==> src/rtl/async_fifo.sv <==
// Single-clock FIFO with wrap-bit pointers, registered read data and
// combinational full/empty flags derived from the pointer pair.
module async_fifo #(
  parameter int unsigned NUM_ADDRESS = 8,
  parameter int unsigned DATA_LENGTH = 32
) (
  input  logic                   w_clk,
  input  logic                   reset,
  input  logic                   w_en,
  input  logic                   r_en,
  input  logic [DATA_LENGTH-1:0] write_data,
  output logic [DATA_LENGTH-1:0] read_data,
  output logic                   fifo_full,
  output logic                   fifo_empty
);

  localparam int unsigned AddrW = $clog2(NUM_ADDRESS);
  localparam logic [AddrW:0] PtrOne = {{AddrW{1'b0}}, 1'b1};

  logic [DATA_LENGTH-1:0] mem_q [NUM_ADDRESS];
  logic [AddrW:0]         write_address_q, write_address_d;
  logic [AddrW:0]         read_address_q, read_address_d;
  logic [DATA_LENGTH-1:0] read_data_q, read_data_d;
  logic                   write_ok, read_ok;

  // MSB is the wrap bit: equal low bits with differing wrap bits means full.
  always_comb begin
    fifo_empty = (write_address_q == read_address_q);
    fifo_full  = (write_address_q[AddrW-1:0] == read_address_q[AddrW-1:0]) &&
                 (write_address_q[AddrW] != read_address_q[AddrW]);
    write_ok   = w_en && !fifo_full;
    read_ok    = r_en && !fifo_empty;
  end

  always_comb begin
    write_address_d = write_address_q;
    read_address_d  = read_address_q;
    read_data_d     = read_data_q;
    if (write_ok) begin
      write_address_d = write_address_q + PtrOne;
    end
    if (read_ok) begin
      read_address_d = read_address_q + PtrOne;
      read_data_d    = mem_q[read_address_q[AddrW-1:0]];
    end
  end

  always_ff @(posedge w_clk) begin
    if (reset) begin
      write_address_q <= '0;
      read_address_q  <= '0;
      read_data_q     <= '0;
    end else begin
      write_address_q <= write_address_d;
      read_address_q  <= read_address_d;
      read_data_q     <= read_data_d;
    end
  end

  // Storage is deliberately not reset; the pointers alone define validity.
  always_ff @(posedge w_clk) begin
    if (!reset && write_ok) begin
      mem_q[write_address_q[AddrW-1:0]] <= write_data;
    end
  end

  assign read_data = read_data_q;

endmodule

==> config.mk <==
export PLATFORM = sky130hd
export DESIGN_NAME = async_fifo
export DESIGN_NICKNAME = d
export VERILOG_FILES = /design/src/rtl/async_fifo.sv
export SDC_FILE = /design/constraint.sdc
export NUM_CORES = 1
export LEC_CHECK = 0
export CORE_UTILIZATION = 30
export CTS_CLUSTER_SIZE = 12
export DETAILED_ROUTE_END_ITERATION = 10
export PLACE_DENSITY = 0.56
export SETUP_SLACK_MARGIN = 0.5
export SYNTH_ARGS = -nofsm -noshare
export SYNTH_HDL_FRONTEND = slang
export SYNTH_SLANG_ARGS = --single-unit
==> constraint.sdc <==
create_clock -name w_clk -period 6.7 [get_ports w_clk]
set_input_delay 2.01 -clock w_clk [delete_from_list [all_inputs] [get_ports w_clk]]
set_output_delay 2.01 -clock w_clk [all_outputs]
set_load 0.01 [all_outputs]
; ---- Yosys cells after proc, flatten, opt, wreduce, memory -nomap -nowiden
; Memories as Yosys holds them, arrays and structs flattened. A register that Yosys moved wholly into a read port is not among the register bits.
; Index checks and enable logic that the tools add are counted.
; Widths: inputs -> output; s select.
[totals]
out_inout_bits = 34
memories = 1
inputBits = 36
mem_bits_rw = 256
reg_bits = 8
[memory_table]
columns = memory, depth, word_bits, read_ports, rd_clocked_by_memory_dff, wr, line
row1 = mem_q, 8, 32, 1, 1, 1, 20  ; logic [DATA_LENGTH-1:0] mem_q [NUM_ADDRESS];
[op_classes]
mux = 2
n_eq_ne = 3
add_sub_neg = 2
n_reduce_logical = 7
[ops]
columns = operator, count
row1 = $add 4x1->4 const B, 2
row2 = $eq 4x4->1, 1
row3 = $logic_and 1x1->1, 4
row4 = $eq 3x3->1, 1
row5 = $logic_not 1->1, 3
row6 = $mux 1, 2
row7 = $ne 1x1->1, 1

; ---- Depth between registers and ports, before layout
[depth]
word_depth = 7
mapped_depth = 7

; ---- Worst setup path before layout
; OpenSTA, ideal clock, no wires.
[synth_path]
path_type = input to register
start = input port reset
end = memory mem_q[0][0], enable pin
setup_time_ns = 0.502
path_stages = 2
t_required_ns = 6.198
n_path_buf = 0
arrival_ns = 5.396
setup_slack_ns = 0.803
path_cell_list = or2_2 -> nor4_1
[synth_via]
elab_chain_len = 4
[synth_rtl]
columns = element, line
row1 = "start, declared", 8  ; input logic reset,
row2 = $logic_not 1->1, 62  ; if (!reset && write_ok) begin
row3 = $logic_and 1x1->1, 62
row4 = $mux 1, 62
row5 = $mux 1 (not written as such), 63  ; mem_q[write_address_q[AddrW-1:0]] <= write_data;
row6 = "end, declared", 20
; Every way passes these cells.

; ---- Worst setup path in the final report
[layout_path]
start = register read_address_q[2]
end = output port fifo_full
[layout_via]
elab_chain_len = 2
[layout_rtl]
columns = element, line
row1 = "start, declared", 22  ; logic [AddrW:0] read_address_q, read_address_d;
row2 = "start signal, assigned", 55  ; read_address_q <= read_address_d;
row3 = $eq 3x3->1, 29  ; fifo_full = (write_address_q[AddrW-1:0] == read_address_q[AddrW-1:0]) &&
row4 = $logic_and 1x1->1, 29
row5 = "end, declared", 13  ; output logic fifo_full,
; Every way passes these cells.

==> results by stage <==
Run status:
- The flow ran to the end, and the final reports show no timing, DRC or antenna violations.

Min path:
- The worst hold path passes through 2 cells.
- The startpoint of the lowest-slack hold path is read_data[7]$_SDFFE_PP0P_.
- For hold timing, the worst endpoint is read_data[7]$_SDFFE_PP0P_.
- The type of the most critical hold path is flop to flop.

Worst setup path:
- For this run, the slowest stage of the critical path takes 1.03 ns.
- The worst setup path is of the flop to primary output kind.
- Counting both buffers and inverters, the worst setup path holds a total of 1.
- For flop-to-flop paths, the worst setup slack is 3.30 ns.
- The cell with the largest stage delay on the worst path is sky130_fd_sc_hd__dfxtp_4.
- STA classifies the critical path startpoint as a flop.
- The type of element capturing the critical path is a primary output.
- The launch point of the worst reg-to-reg path is read_address_q[2]$_SDFFE_PP0P_.
- Of all nets on the critical path, the largest fanout is 68.
- The data required time of the critical path is 4.69 ns.
- The kind of cell adding the most delay to the critical path is flip-flops.
- The endpoint identified for the worst register-to-register timing path is mem_q[5][27]$_DFFE_PP_.
- Walking the worst path, the cells encountered are xor2_2 -> nor3_1 -> clkdlybuf4s50_1.
- The worst-case reg-to-reg path depth is 5.
- At the worst endpoint, the arrival time is 2.63 ns.

CTS:
- In this run the number of H-tree levels came out at 1.
- In this run the deepest clock path goes through 3 buffers.
- For the worst-skew pair, the clock arrives at the later sink with an insertion delay of 0.54 ns.
- The quantity of gates resized following cts is 0.
- The buffer count from post-CTS setup fixing is 0.
- TritonCTS built the clock tree.
- The number of clock sinks is 296.
- The master cell of the clock root buffer is sky130_fd_sc_hd__clkbuf_16.
- Counting the buffers created by CTS gives 30.
- After clock tree synthesis, the clock-pin slew on the worst setup and hold paths is 0.06 ns.
- The count of hold-fix buffers inserted at cts is 0.

Power and ir drop:
- The cell area power density is 310.0 nW/um^2.
- The leakage power is 4.018 nW.
- The worst-case IR drop observed on VDD is 202.0 uV.

Final layout:
- The library cells used most frequently in the layout, excluding fill and tap cells, are 256 x sky130_fd_sc_hd__edfxtp_1, 68 x sky130_fd_sc_hd__clkdlybuf4s50_1, 64 x sky130_fd_sc_hd__mux4_2.
- The share of post-route cells with drive strength above 1 is 0.2496.
- Once layout is done, the placed cells without fillers occupy 13,400 um^2.
- The post-layout utilization of the core is 0.3643.
- Relative to the synthesized area, the layout overhead comes to 18.67%.
- The most common cell after layout, fill and taps aside is sky130_fd_sc_hd__edfxtp_1.
- The net count reported at finish is 656.
- The number of antenna diodes in the final layout is 0.

Die:
- The die is 196 um wide.
- The die covers 38,420 um^2.
- The die is 196 um tall.
- For this design the top-level I/O count stands at 70.
- The floorplan step defined a core boundary enclosing 36,790 um^2.
- Row generation in the floorplan step produced 70 rows.
- The starting utilization of the core area is 0.3069.

Synth:
- Of all flip-flops after synthesis, the portion carrying an async set or reset was 0.
- The synthesized netlist net count is 579.
- The number of enable-type register cells in the synthesized netlist is 256.
- The leading area contributor after synthesis is sky130_fd_sc_hd__edfxtp_1.
- The total of warnings raised by yosys is 0.
- The number of cells produced by synthesis is 541.
- The synthesized area is 11,290 um^2.
- In the post-synthesis netlist, the biggest area contributors are sky130_fd_sc_hd__edfxtp_1 68%, sky130_fd_sc_hd__mux4_2 13%, sky130_fd_sc_hd__dfxtp_1 7.1%.
- The sequential cell area fraction in the yosys report is 0.7518.
- The mean post-synth cell area is 20.87 um^2.
- The distinct cell type count of the synthesized netlist is 29.
- The share of synthesized area in the top cell type comes to 0.6809.
- The flip-flop cell with the highest count after synthesis is sky130_fd_sc_hd__edfxtp_1.
- The flip-flop and latch count after synthesis is 296.

Route:
- The total vias in the final route is 5,188.
- In the final routed layout, each cell accounts on average for 19.70 um.
- For this block, the initial DRC count from the detailed router was 233.
- The average via count per standard cell is 4.678.
- The count of nets left with antenna violations once routing finished came out at 0.
- The first detailed-routing pass ran for 6 iterations.
- The detailed-route wire length is 21,850 um.
- After detailed routing, the number of remaining DRC violations is 0.

STA:
- Setup repair after global routing left no endpoint under its margin.
- Of the available clock period, the critical path in the final layout requires 0.6927.
- The number of hold violations in the final report is 0.
- Headroom to the max-slew limit came out at 0.2762.
- Across the routed clock network, the largest skew measured is 0.007238 ns.
- The final setup TNS is 0 ns.
- The total setup violations reported at the end of the flow is 0.
- The worst path needs 4.641 ns of the cycle, external delays included.
- The transition time at the pin with the least slew margin is 1.083 ns.
- Static timing analysis puts the maximum clock frequency at 0.2155 GHz.
- The number of max-slew violations in the final report is 0.

Placement:
- Detailed placement finished with a half-perimeter wire length of 12,790 um.
- At the end of routability-driven placement, the weighted congestion stood at 0.6748.
- Buffers placed on the I/O ports in this run total 69.
- The placement-stage cell area is 12,510 um^2.

Global route:
- The first-pass GRT wire length is 34,270 um.
- The maximum number of pins on one net before global-route repair is 69.
- The overall fraction of global-route tracks in use is 0.1171.
- The number of global-route vias before repair is 5,724.
- The total global routing overflow is 0.
- The number of antenna violations at the first check in global routing was 0.

Run:
- The reported max-cap violation count is 0.
## worst register-to-register path: stages (launching register included)
cell and delay (ns):
sky130_fd_sc_hd__dfxtp_4 1.03, sky130_fd_sc_hd__xor2_2 0.33, sky130_fd_sc_hd__o41ai_2 0.09, sky130_fd_sc_hd__buf_4 0.19, sky130_fd_sc_hd__or3b_2 0.52, sky130_fd_sc_hd__nor2_4 0.84
## cells by family after synthesis
group / after synthesis / synth area share
DFF: 296 / 0.7518
muxes: 98 / 0.1578
buffers and inverters: 37 / 0.01828
and+or+nand+nor: 59 / 0.02294
AOI/OAI and AO/OA: 42 / 0.04023
adders and majority gates: 2 / 0.002216
xor gates and xnor gates: 7 / 0.006760
## final cells by class
| type | count | area, um^2 |
|---|---|---|
| flip-flops and latches | 296 | 8497 |
| multi-input cells | 208 | 2660 |
| well taps | 468 | 585.6 |
| clock buffers | 49 | 853.3 |
| clock inverters | 6 | 31.28 |
| inverters | 3 | 11.26 |
| fillers | 3327 | 23390 |
| repair buffers | 79 | 760.7 |
## registers in the layout, indices dropped and copies added, names as in the netlist
| name | cells |
|---|---|
| mem_q | 256 |
| read_address_q | 4 |
| read_data | 32 |
| write_address_q | 4 |
## synthesized netlist by cell type (2+ instances only)
| library cell | count |
|---|---|
| sky130_fd_sc_hd__a211oi_1 | 2 |
| sky130_fd_sc_hd__xor2_1 | 3 |
| sky130_fd_sc_hd__or2_2 | 3 |
| sky130_fd_sc_hd__nor3_1 | 2 |
| sky130_fd_sc_hd__a211oi_2 | 30 |
| sky130_fd_sc_hd__buf_4 | 7 |
| sky130_fd_sc_hd__nand3_1 | 2 |
| sky130_fd_sc_hd__mux2i_1 | 34 |
| sky130_fd_sc_hd__nor2_1 | 40 |
| sky130_fd_sc_hd__nor4_1 | 4 |
| sky130_fd_sc_hd__clkbuf_1 | 7 |
| sky130_fd_sc_hd__or3_1 | 3 |
| sky130_fd_sc_hd__nand2_1 | 3 |
| sky130_fd_sc_hd__edfxtp_1 | 256 |
| sky130_fd_sc_hd__mux4_2 | 64 |
| sky130_fd_sc_hd__ha_1 | 2 |
| sky130_fd_sc_hd__xnor2_1 | 2 |
| sky130_fd_sc_hd__o41ai_1 | 2 |
| sky130_fd_sc_hd__o21ai_0 | 3 |
| sky130_fd_sc_hd__inv_1 | 3 |
| sky130_fd_sc_hd__buf_6 | 3 |
| sky130_fd_sc_hd__buf_1 | 2 |
| sky130_fd_sc_hd__buf_2 | 15 |
| sky130_fd_sc_hd__xor2_2 | 2 |
| sky130_fd_sc_hd__a21oi_1 | 4 |
| sky130_fd_sc_hd__dfxtp_1 | 40 |
## metal layers
layer  routed length (um)  share of wire  track usage
met5                    0              0            0
met2                10810           0.49       0.2017
met4                  329          0.015      0.02894
met3                 1039          0.048      0.02355
met1                 9672           0.44       0.1511
## metrics by stage
stage | setup WS [ns] | power [mW] | hold slack, ns | std cells
after CTS | 1.980 | 4.208 | 0.5042 | 1109
final | 2.059 | 4.154 | 0.5051 | 1109
after global placement | 2.163 | 2.683 | 0.5025 | 1054
after global routing | 1.892 | 4.316 | 0.5554 | 1109
after detailed placement | 2.137 | 2.695 | 0.4959 | 1054
after floorplan | 0.8029 | 2.492 | 0.4942 | 541
## worst max path at each step
stage                                              start                      to  slack, ns  depth (start not counted)
after floorplan                                    reset   mem_q[0][0]$_DFFE_PP_       0.80                          2
after detailed placement                            w_en  mem_q[5][27]$_DFFE_PP_       2.14                          5
after global placement                              w_en   mem_q[5][0]$_DFFE_PP_       2.16                          5
final                     read_address_q[2]$_SDFFE_PP0P_               fifo_full       2.06                          3
after CTS                 read_address_q[2]$_SDFFE_PP0P_               fifo_full       1.98                          3
after global routing      read_address_q[2]$_SDFFE_PP0P_              fifo_empty       1.89                          3
## report_power, final
| part | total [mW] | internal [mW] | switching, mW |
|---|---|---|---|
| combinational | 0.524 | 0.254 | 0.270 |
| sequential | 2.12 | 2.07 | 0.0449 |
| clock | 1.51 | 0.864 | 0.646 |
Note: power is estimated with default switching activity, not from simulation.
